File: config.mk
export PLATFORM = sky130hd
export DESIGN_NAME = vm_txn_ctrl
export DESIGN_NICKNAME = d
export VERILOG_FILES = /design/src/rtl/vm_txn_ctrl.sv
export SDC_FILE = /design/constraint.sdc
export NUM_CORES = 1
export LEC_CHECK = 0
export ABC_CLOCK_PERIOD_IN_PS = 8900
export CAP_MARGIN = 30
export CORE_MARGIN = 2
export CORE_UTILIZATION = 40
export CTS_CLUSTER_DIAMETER = 30
export CTS_CLUSTER_SIZE = 24
export DETAILED_ROUTE_END_ITERATION = 7
export PLACE_DENSITY_LB_ADDON = 0.3
export SLEW_MARGIN = 30
export SYNTH_ARGS = -nofsm -noshare
export SYNTH_HDL_FRONTEND = slang
export SYNTH_SLANG_ARGS = --single-unit
File: constraint.sdc
create_clock -name clk -period 8.9 [get_ports clk]
set_clock_uncertainty 0.2 [all_clocks]
set_input_delay 2.225 -clock clk [delete_from_list [all_inputs] [get_ports clk]]
set_output_delay 2.225 -clock clk [all_outputs]
set_load 0.02 [all_outputs]
File: src/rtl/vm_txn_ctrl.sv
// vm2002 user-transaction controller: coin credit, selection lookup,
// vend/change sequencing and user/supplier arbitration of the item tables.
module vm_txn_ctrl #(
  parameter logic [15:0] MAX_BALANCE = 16'd1000,
  parameter logic [7:0]  TIMEOUT     = 8'd200
) (
  input  logic        clk,
  input  logic        rst,
  input  logic        coin_valid,
  input  logic [1:0]  coin,
  input  logic        sel_valid,
  input  logic [2:0]  sel_item,
  input  logic        cancel,
  input  logic        sup_req,
  output logic        sup_gnt,
  output logic [2:0]  price_item,
  input  logic [15:0] price,
  input  logic [4:0]  stock,
  output logic        dec_stock,
  output logic [2:0]  product,
  output logic        vend,
  output logic        coin_reject,
  output logic [1:0]  status,
  output logic [15:0] balance,
  output logic [15:0] change,
  output logic        change_valid
);

  localparam int unsigned BAL_W = 16;

  localparam logic [1:0] ST_OK         = 2'd0;
  localparam logic [1:0] ST_SOLD_OUT   = 2'd1;
  localparam logic [1:0] ST_LOW_CREDIT = 2'd2;
  localparam logic [1:0] ST_BUSY       = 2'd3;

  typedef enum logic [2:0] {
    IDLE    = 3'd0,
    COLLECT = 3'd1,
    LOOKUP  = 3'd2,
    VEND    = 3'd3,
    REFUND  = 3'd4,
    SERVICE = 3'd5
  } state_t;

  state_t           state;
  logic [7:0]       timer;
  logic [BAL_W-1:0] coin_val_c;
  logic [BAL_W:0]   credit_sum_c;
  logic             coin_ok_c;
  logic [BAL_W-1:0] bal_credit_c;
  logic [BAL_W-1:0] remainder_c;

  // Coin value and the balance after crediting it under the ceiling rule
  always_comb begin
    coin_val_c = 16'd100;
    case (coin)
      2'b00:   coin_val_c = 16'd5;
      2'b01:   coin_val_c = 16'd10;
      2'b10:   coin_val_c = 16'd25;
      default: coin_val_c = 16'd100;
    endcase
    credit_sum_c = {1'b0, balance} + {1'b0, coin_val_c};
    coin_ok_c    = coin_valid && (credit_sum_c <= {1'b0, MAX_BALANCE});
    bal_credit_c = coin_ok_c ? credit_sum_c[BAL_W-1:0] : balance;
    remainder_c  = balance - price;
  end

  // price_item doubles as the latched selection so the tables are already
  // addressed by the time LOOKUP and VEND sample price/stock.
  always_ff @(posedge clk) begin
    if (!rst) begin
      state        <= IDLE;
      timer        <= 8'd0;
      sup_gnt      <= 1'b0;
      price_item   <= 3'd0;
      dec_stock    <= 1'b0;
      product      <= 3'd0;
      vend         <= 1'b0;
      coin_reject  <= 1'b0;
      status       <= ST_OK;
      balance      <= '0;
      change       <= '0;
      change_valid <= 1'b0;
    end else begin
      vend         <= 1'b0;
      dec_stock    <= 1'b0;
      coin_reject  <= 1'b0;
      change_valid <= 1'b0;
      case (state)
        IDLE: begin
          if (sup_req) begin
            state       <= SERVICE;
            sup_gnt     <= 1'b1;
            status      <= ST_BUSY;
            coin_reject <= coin_valid;
          end else if (coin_valid) begin
            state   <= COLLECT;
            balance <= coin_val_c;
            timer   <= 8'd0;
          end else if (sel_valid) begin
            status <= ST_LOW_CREDIT;
          end
        end
        COLLECT: begin
          balance     <= bal_credit_c;
          coin_reject <= coin_valid && !coin_ok_c;
          if (cancel) begin
            state        <= REFUND;
            timer        <= 8'd0;
            change       <= bal_credit_c;
            change_valid <= 1'b1;
          end else if (sel_valid) begin
            state      <= LOOKUP;
            timer      <= 8'd0;
            price_item <= sel_item;
          end else if (coin_valid) begin
            timer <= 8'd0;
          end else if (timer == TIMEOUT - 8'd1) begin
            state        <= REFUND;
            timer        <= 8'd0;
            change       <= balance;
            change_valid <= 1'b1;
          end else begin
            timer <= timer + 8'd1;
          end
        end
        LOOKUP: begin
          // Decision uses the pre-coin balance; a coin here is still credited
          balance     <= bal_credit_c;
          coin_reject <= coin_valid && !coin_ok_c;
          timer       <= 8'd0;
          if (stock == 5'd0) begin
            state  <= COLLECT;
            status <= ST_SOLD_OUT;
          end else if (balance < price) begin
            state  <= COLLECT;
            status <= ST_LOW_CREDIT;
          end else begin
            state     <= VEND;
            status    <= ST_OK;
            vend      <= 1'b1;
            dec_stock <= 1'b1;
            product   <= price_item;
          end
        end
        VEND: begin
          coin_reject <= coin_valid;
          balance     <= remainder_c;
          if (remainder_c != '0) begin
            state        <= REFUND;
            change       <= remainder_c;
            change_valid <= 1'b1;
          end else begin
            state <= IDLE;
          end
        end
        REFUND: begin
          coin_reject <= coin_valid;
          balance     <= '0;
          state       <= IDLE;
        end
        SERVICE: begin
          coin_reject <= coin_valid;
          if (!sup_req) begin
            state   <= IDLE;
            sup_gnt <= 1'b0;
          end
        end
        default: state <= IDLE;
      endcase
    end
  end

endmodule

==> Word-level counts from Yosys, hierarchy flattened <==
Index checks and enable logic that the tools add are counted.
{ "totals": {"reg_bits": 55, "in_bits": 32, "wordCells": 112} }
{ "classes": {"n_addsub": 3, "order_cmp": 2, "n_eq_ne": 21, "muxes": 47, "n_bitwise": 5, "n_reduce_logical": 23} }
{ "op_table": {"columns": ["op", "n"], "rows": [
  ["$mux 16", 8],
  ["$pmux 16 s4", 1],
  ["$mux 8", 6],
  ["$pmux 16 s2", 1],
  ["$mux 3", 8],
  ["$pmux 8 s3", 1],
  ["$pmux 7 s3", 1],
  ["$ne 3x3->1 const B", 6],
  ["$reduce_and 3->1", 6],
  ["$add 16x16->17", 1],
  ["$le 17x10->1 const B", 1],
  ["$lt 16x16->1", 1],
  ["$reduce_bool 16->1", 1],
  ["$sub 16x16->16", 1],
  ["$pmux 3 s5", 1],
  ["$mux 2", 7],
  ["$ne 2x2->1 const B", 5],
  ["$mux 1", 9],
  ["$add 8x1->8 const B", 1],
  ["$eq 8x8->1 const B", 1],
  ["$ne 4x4->1 const B", 2],
  ["$eq 3x2->1 const B", 2],
  ["$eq 3x3->1 const B", 2],
  ["$reduce_bool 2->1", 3],
  ["18 further kinds", 25]
]} }

==> Longest topological paths before layout <==
Gate-level depths: netlist (run 1).
{ "logic_depth": {"word_depth": 8, "depth_mapped": 14} }

==> Worst setup path before layout (run 1) <==
Ideal clock, no wire load.
{ "synth_timing": {"path_kind": "input-to-reg", "start": "input port coin[0]", "end": "register change[3]", "setup_ns": 0.122, "arrival_time_ns": 5.202, "t_required_ns": 8.578, "path_slack_ns": 3.376, "path_stages": 14, "cell_sequence": "inv_1 > ha_1 > inv_1 > fa_1 > nand2b_1 > a2111oi_4 > o21ai_1 > a2111o_1 > a2111oi_4 > a211oi_2 > buf_6 > a31oi_1 > a21boi_0 > o22ai_1"} }
{ "synth_between": {"elab_chain_cells": 8, "elab_cells_between_ends": 10} }
{ "synth_lines": {"columns": ["element", "line", "rtl"], "rows": [
  ["from (decl)", "10", "input logic [1:0] coin,"],
  ["$eq 2x2->1 (tied with other cells)", "56", "case (coin)"],
  ["$pmux 7 s3 (*)", "56", null],
  ["$add 16x16->17 (*)", "62", "credit_sum_c = {1'b0, balance} + {1'b0, coin_val_c};"],
  ["$le 17x10->1", "63", "coin_ok_c = coin_valid && (credit_sum_c <= {1'b0, MAX_BALANCE});"],
  ["$logic_and 1x1->1", "63", null],
  ["$mux 16 (*)", "64", "bal_credit_c = coin_ok_c ? credit_sum_c[BAL_W-1:0] : balance;"],
  ["$mux 16 (*)", "107", "if (cancel) begin"],
  ["$pmux 16 s2 (*)", "89", "case (state)"],
  ["to (signal assigned)", "110", "change <= bal_credit_c;"],
  ["to (signal assigned)", "121", "change <= balance;"],
  ["to (signal assigned)", "151", "change <= remainder_c;"],
  ["to (decl)", "25", "output logic [15:0] change,"]
]} }
Mark *: on every way between the ends. The rest lies on a longest branch, timed or not.
A chain may end at the register's enable or synchronous reset.

==> Worst setup path in the final report (run 1) <==
{ "layout_timing": {"start": "input port coin[0]", "end": "register balance[8]"} }
{ "layout_between": {"elab_chain_cells": 7, "elab_cells_between_ends": 9} }
{ "layout_lines": {"columns": ["element", "line", "rtl"], "rows": [
  ["$eq 2x2->1 (tied with other cells)", "56", null],
  ["$pmux 7 s3 (*)", "56", null],
  ["$add 16x16->17 (*)", "62", null],
  ["$le 17x10->1", "63", null],
  ["$logic_and 1x1->1", "63", null],
  ["$mux 16 (*)", "64", null],
  ["$pmux 16 s4 (*)", "89", null],
  ["to (signal assigned)", "98", "balance <= coin_val_c;"],
  ["to (signal assigned)", "105", "balance <= bal_credit_c;"],
  ["to (signal assigned)", "129", "balance <= bal_credit_c;"],
  ["to (decl)", "24", "output logic [15:0] balance,"]
]} }
Marks and branches as above.

==> results of run 1 <==
[cell type report]
type	instances	share of cell area, %
Timing Repair Buffer	82	14.2
Multi-Input combinational cell	487	58.2
Clock inverter	3	0.350
Clock buffer	5	2.19
Inverter	39	2.56
Sequential cell	55	19.3
Tap cell	143	3.13
[routing by layer]
| layer | wire, um | track usage [%] | up-vias | part of all wire [%] |
|---|---|---|---|---|
| li1 | - | - | 2441 | - |
| met1 | 6700 | 33.7 | 2376 | 43 |
| met2 | 6880 | 37.3 | 268 | 45 |
| met3 | 1420 | 3.35 | 27 | 9.2 |
| met4 | 398 | 8.62 | 0 | 2.6 |
| met5 | 0 | 0 | - | 0 |
[flip-flops by register name (all words and copies together), names as in the netlist]
register,cells
vend,1
timer,8
status,2
coin_reject,1
change,16
change_valid,1
state,3
product,3
balance,16
sup_gnt,1
price_item,3
[worst max-delay path, stage by stage]
cell	delay (ns)
clkdlybuf4s50_1	0.54
inv_1	0.12
ha_1	0.38
inv_1	0.06
ha_1	0.36
nand2b_1	0.15
a2111oi_4	0.36
o21ai_1	0.14
a2111o_1	0.48
a2111oi_4	0.46
a2111oi_2	0.12
buf_4	0.23
o21ai_1	0.17
and2_1	0.26
o2bb2ai_1	0.14
[kinds of logic after synthesis]
group | count (synthesis) | share of synthesized area (%)
multiplexers | 9 | 1.94
flip-flops | 55 | 23.3
AO/OA/AOI/OAI | 213 | 33.5
adder cells (fa/ha/maj) | 30 | 8.27
buffers and inverters | 71 | 6.15
XOR/XNOR | 19 | 3.69
AND/OR/NAND/NOR | 216 | 23.2
[metrics by stage]
stage | worst slack [ns] | cells | hold slack (ns) | area, um^2
global route | 2.38 | 814 | 0.273 | 5710
CTS | 2.72 | 814 | 0.262 | 5710
floorplan | 3.38 | 613 | 0.272 | 4720
global placement | 2.56 | 805 | 0.251 | 5550
detailed placement | 2.42 | 806 | 0.252 | 5570
finish | 2.70 | 814 | 0.261 | 5710
[synth_stat cells, types with 5 or more instances]
library cell / instances / area [um^2]
a21o_1: 8 / 60.1
xor2_1: 7 / 61.3
buf_2: 7 / 35.0
a211oi_1: 13 / 97.6
and3_1: 5 / 31.3
ha_1: 28 / 350
nor2b_1: 5 / 31.3
nand2b_1: 11 / 68.8
a31oi_1: 20 / 125
a311oi_1: 7 / 61.3
a21oi_1: 34 / 170
nand4_1: 10 / 62.6
o21ai_0: 35 / 175
nand3_1: 19 / 95.1
o21ai_1: 5 / 25.0
or3_1: 7 / 43.8
nor3_1: 18 / 90.1
dfxtp_1: 55 / 1100
o211ai_1: 5 / 37.5
and2_1: 7 / 43.8
and4_1: 6 / 52.6
o21a_1: 9 / 67.6
nand2_1: 55 / 206
o22ai_1: 6 / 37.5
nor2_1: 50 / 188
inv_1: 39 / 146
xnor2_1: 11 / 96.3
clkbuf_1: 19 / 71.3
mux2i_1: 8 / 80.1
[final timing paths]
path	from	end	slack [ns]
setup / recovery	coin[0]	balance[8]	2.70
hold / removal	status[1]	status[1]	0.26
setup reg to reg	balance[0]	change[1]	4.79
hold reg to reg	status[1]	status[1]	0.26
[where the power goes]
group,switching (uW),total [uW],internal (uW)
Combinational,276,455,178
Sequential,42.9,310,268
Clock,93.0,197,104
==> out/results.md, run 1 <==
## Place
* port buffer count: 76
* HPWL after detailed placement: 11700 um
* RD Place Congestion: 0.899

## Yosys
* cell count after synthesis: 613
* post-synthesis average cell area: 7.70 um^2
* number of warnings issued by yosys: 0
* sequential fraction of the synthesis area: 23.3%
* top flip-flop cell by instance count after synthesis: dfxtp_1
* Yosys reg bits: 55
* Post-Synthesis Net Count: 675
* count of flip-flops with a built-in enable after synthesis: 0
* fraction of synthesis flops using an asynchronous set or reset pin: 0%
* Post-Syn Area: 0.00472 mm^2
* unique cell type count in the Yosys netlist: 76

## Clock tree
* Clk Tree Root Cell: clkbuf_16
* buffers inserted during post-CTS setup optimization: 0
* cts hold-fix bufs: 0
* cells resized by post-CTS repair: 0
* clock edge transition at the registers on the reported setup and hold paths: 0.08 ns
* CTS HTree Levels: 2
* CTS buffer count: 5
* clock sink count: 55
* CTS tree: built
* number of buffers between clock root and the deepest sink: 2
* insertion delay to the later sink of the worst-skew pair: 0.29 ns

## Critical path
* CP Capture Type: flop
* element type at the critical path start: input pin
* Critical Path Fanout Max: 12
* arrival time at the worst endpoint: 6.22 ns
* required arrival time at the worst endpoint: 8.92 ns
* worst-case reg-to-reg path depth: 13
* category of the most critical setup path: input pin to flop

## STA
* count of final max-slew check failures: 0
* top achievable clock speed: 161 MHz
* setup TNS after final layout: 0 ns
* Final Hold Fails: 0
* Final period util: 69.6%
* shortest period the worst path allows: 6.20 ns
* Final Setup Violations: 0
* Worst Max-Slew Pin Slew: 0.996 ns
* unrepaired setup endpoints after global routing: no
* Slew HR: 33.4%

## Route
* Wirelength per Cell: 18.9 um
* DR vias: 5112
* number of detailed-routing iterations run before antenna repair: 5
* count of routing violations after the opening detailed-route iteration: 539
* detailed-route wire length: 15400 um
* ANT nets after route: 0
* DRC Markers: 0
* mean number of vias per cell: 6.28

## Global route
* wire length of the first global-routing pass: 24800 um
* number of global-route vias before repair: 4769
* pin count of the biggest net entering global routing: 30
* number of antenna violations at the first check in global routing: 0
* total routing resource utilization after global routing: 23.9%
* grt ovf: 0

## Cells and area
* area taken by multi-input logic gates: 0.00333 mm^2
* Area Growth Syn to Fin: 21.1%
* most common library cell in the layout ignoring fill and taps: clkdlybuf4s50_1
* layout cell share with drive strength beyond 1: 4.62%
* Final Net Count: 732
* antenna cells: 0
* fill count: 1139
* leading cell types in the layout, fill and taps excluded: 76 x clkdlybuf4s50_1, 55 x nand2_1, 55 x dfxtp_1
* register cell area after layout: 0.00110 mm^2
* utilization after layout: 49.8%

## Floorplan
* chip height: 113 um
* starting density of the core: 41.1%
* area of the placeable core: 0.0115 mm^2
* total I/O pin count: 77
* Rows: 39
* Die Wd: 113 um
* DIE AREA: 0.0127 mm^2

## Power
* areal power density over the cells: 168 mW/mm^2
* post-layout power: 962 uW
* peak ir drop on the vdd network: 0.109 mV
* LEAKAGE: 0.00217 uW

## Run
* number of violations of the max-capacitance limit: 0

## Min path
* kind of path behind the tightest hold check: flop to flop
* cell depth of the worst hold path: 2

## Status
* status: completed

Power figures use the tool's default switching activity.
==> inputs of run 2 (changes only) <==
- ABC_CLOCK_PERIOD_IN_PS: 8900 -> 5100
- clock period: 8.9 -> 5.1 ns (I/O delays scaled with it)
==> run 2 against run 1 <==
Count of clock-buffer cells in the layout increased by 1. Final area increased by 6.5%. Cell count increased by 4.8%. Utilization increased by 3.3 points. Combinational power increased by 89%. Largest cell class unchanged.
==> out/results.md, run 2 (synthesis results as in run 1) <==
## Critical path
* slack of the worst reg-to-reg path: 1.28 ns, -3.51 ns
* endpoint of the lowest-slack register-to-register path: change[1]
* worst reg2reg path startpoint: balance[0]
* arrival time at the worst endpoint: 5.01 ns, -1.21 ns
* category of the most critical setup path: input pin to flop
* CP Capture Type: flop
* worst-case reg-to-reg path depth: 13, unchanged
* Critical Path Fanout Max: 5, -7
* required arrival time at the worst endpoint: 5.14 ns, -3.78 ns
* element type at the critical path start: input pin

## STA
* count of final max-slew check failures: 0, unchanged
* setup ws final: 0.124 ns, -2.58 ns
* top achievable clock speed: 201 MHz
* Slew HR: 46.6%, +13 points
* Final Setup Violations: 0, unchanged
* shortest period the worst path allows: 4.98 ns
* Final Hold Fails: 0, unchanged
* Final period util: 97.6%
* Worst Max-Slew Pin Slew: 0.795 ns, -0.202 ns

## Cells and area
* Final Net Count: 771, +5.3%
* Area Growth Syn to Fin: 29.0%
* Largest regs: balance (16), change (16), timer (8)
* leading cell types in the layout, fill and taps excluded: 76 x clkdlybuf4s50_1, 55 x dfxtp_1, 54 x nand2_1
* antenna cells: 0, unchanged
* most common library cell in the layout ignoring fill and taps: clkdlybuf4s50_1
* layout cell share with drive strength beyond 1: 11.1%, +6.5 points

## Min path
* cell depth of the worst hold path: 2, unchanged
* Worst Hold Launch: status[1]
* Endpoint, Worst Hold: status[1]
* kind of path behind the tightest hold check: flop to flop

## Power
* LEAKAGE: 0.00241 uW, +11%
* sequential share of power: 30.0%, -2.3 points
* share of power burned in combinational logic: 47.9%, +0.6 points
* switching portion of total power: 40.0%, -2.8 points
* clock network fraction of total power: 22.1%, +1.6 points
* peak ir drop on the vdd network: 0.218 mV, +99%
* Int Power: 1080 uW, +96%
* power spent charging and discharging nets: 721 uW, +75%
* post-layout power: 1800 uW, +87%
* areal power density over the cells: 296 mW/mm^2, +76%

## Floorplan
* Rows: 39, unchanged
* chip height: 113 um, unchanged
* starting density of the core: 41.1%, unchanged
* Die Wd: 113 um, unchanged
* area of the placeable core: 0.0115 mm^2, unchanged
* total I/O pin count: 77, unchanged
* DIE AREA: 0.0127 mm^2, unchanged

## Global route
* wire length of the first global-routing pass: 24900 um, +0.58%
* total routing resource utilization after global routing: 23.8%, -0.12 points
* grt ovf: 0, unchanged
* number of global-route vias before repair: 4949, +3.8%
* number of antenna violations at the first check in global routing: 0, unchanged
* pin count of the biggest net entering global routing: 33, +10%

## Clock tree
* buffers inserted during post-CTS setup optimization: 0, unchanged
* clock edge transition at the registers on the reported setup and hold paths: 0.07 ns, about the same
* CTS HTree Levels: 2, unchanged
* clock sink count: 55, unchanged
* CTS tree: built
* insertion delay to the later sink of the worst-skew pair: 0.29 ns, about the same
* number of buffers between clock root and the deepest sink: 2, unchanged
* Clk Tree Root Cell: clkbuf_16
* CTS buffer count: 5, unchanged

## Route
* Wirelength per Cell: 18.0 um, -4.8%
* DRC Markers: 0, unchanged
* ANT nets after route: 0, unchanged
* DR vias: 5301, +3.7%
* detailed-route wire length: 15400 um, -0.28%
* number of detailed-routing iterations run before antenna repair: 5, unchanged
* count of routing violations after the opening detailed-route iteration: 454, -16%
* mean number of vias per cell: 6.21, -1.0%

## Place
* pre-CTS setup slack: -0.247 ns, -2.67 ns
* port buffer count: 76, unchanged
* RD Place Congestion: 0.956, +6.3%
* HPWL after detailed placement: 11600 um, -0.59%

## Status
* status: completed

## Run
* number of violations of the max-capacitance limit: 0, unchanged

==> run 2: area by class of cell <==
| cell class | instances | area [um^2] |
|---|---|---|
| fill | 1097 | 5380 |
| multi-input combinational | 487 | 3380 |
| timing repair buffer | 121 | 1100 |
| sequential | 55 | 1100 |
| tap | 143 | 179 |
| inverter | 39 | 146 |
| clock buffer | 6 | 139 |
| clock inverter | 2 | 35.0 |
==> run 2: metal layers <==
| layer | GRT usage, % | up-vias | routed length [um] |
|---|---|---|---|
| met4 | 6.10 | 0 | 271 |
| met2 | 37.9 | 244 | 7050 |
| met3 | 3.24 | 23 | 1070 |
| met5 | 0 | - | 0 |
| li1 | - | 2512 | - |
| met1 | 34.0 | 2522 | 6970 |
==> run 2: metrics by stage <==
step | utilization (%) | instance area, um^2 | cells | setup TNS, ns | hold WS [ns]
2_1_floorplan | - | 4720 | 613 | 0 | 0.272
3_3_place_gp | 51.0 | 5850 | 845 | -0.511 | 0.251
3_5_place_dp | 51.0 | 5850 | 845 | -3.15 | 0.260
4_1_cts | 52.5 | 6030 | 853 | 0 | 0.271
5_1_grt | 53.1 | 6080 | 853 | -0.174 | 0.284
6_report | 53.1 | 6080 | 853 | 0 | 0.268
==> run 2: how the worst max path moves through the flow <==
stage	from	endpoint	slack [ns]	cells after the start
finish	coin[0]	change[1]	0.12	14
global route	coin[0]	change[1]	-0.05	14
CTS	coin[0]	balance[9]	0.06	15
detailed placement	coin[0]	balance[9]	-0.25	15
global placement	coin[0]	change[1]	-0.08	15
floorplan	coin[0]	change[3]	0.53	14
==> run 2: repair_timing <==
| action | in CTS | in global routing |
|---|---|---|
| hold buffers | 0 | 0 |
| gates resized for setup | 0 | 13 |
| setup endpoints to repair | 0 | 20 |
==> run 2: worst max-delay path, stage by stage <==
cell and delay [ns]:
clkdlybuf4s50_1 0.52, inv_2 0.07, ha_1 0.34, ha_1 0.36, nor2_1 0.10, a2111oi_4 0.35, o21ai_1 0.13, a2111o_1 0.49
a2111oi_4 0.40, buf_4 0.20, a211o_1 0.24, nor3_1 0.08, a211oi_1 0.23, o221a_2 0.22
==> run 2: power groups by stage <==
stage,combinational (uW),sequential [uW],clock [uW]
after CTS,840,539,404
after detailed placement,834,549,0
after global routing,943,547,427
final,862,541,399
after global placement,819,547,0
after floorplan,522,544,0
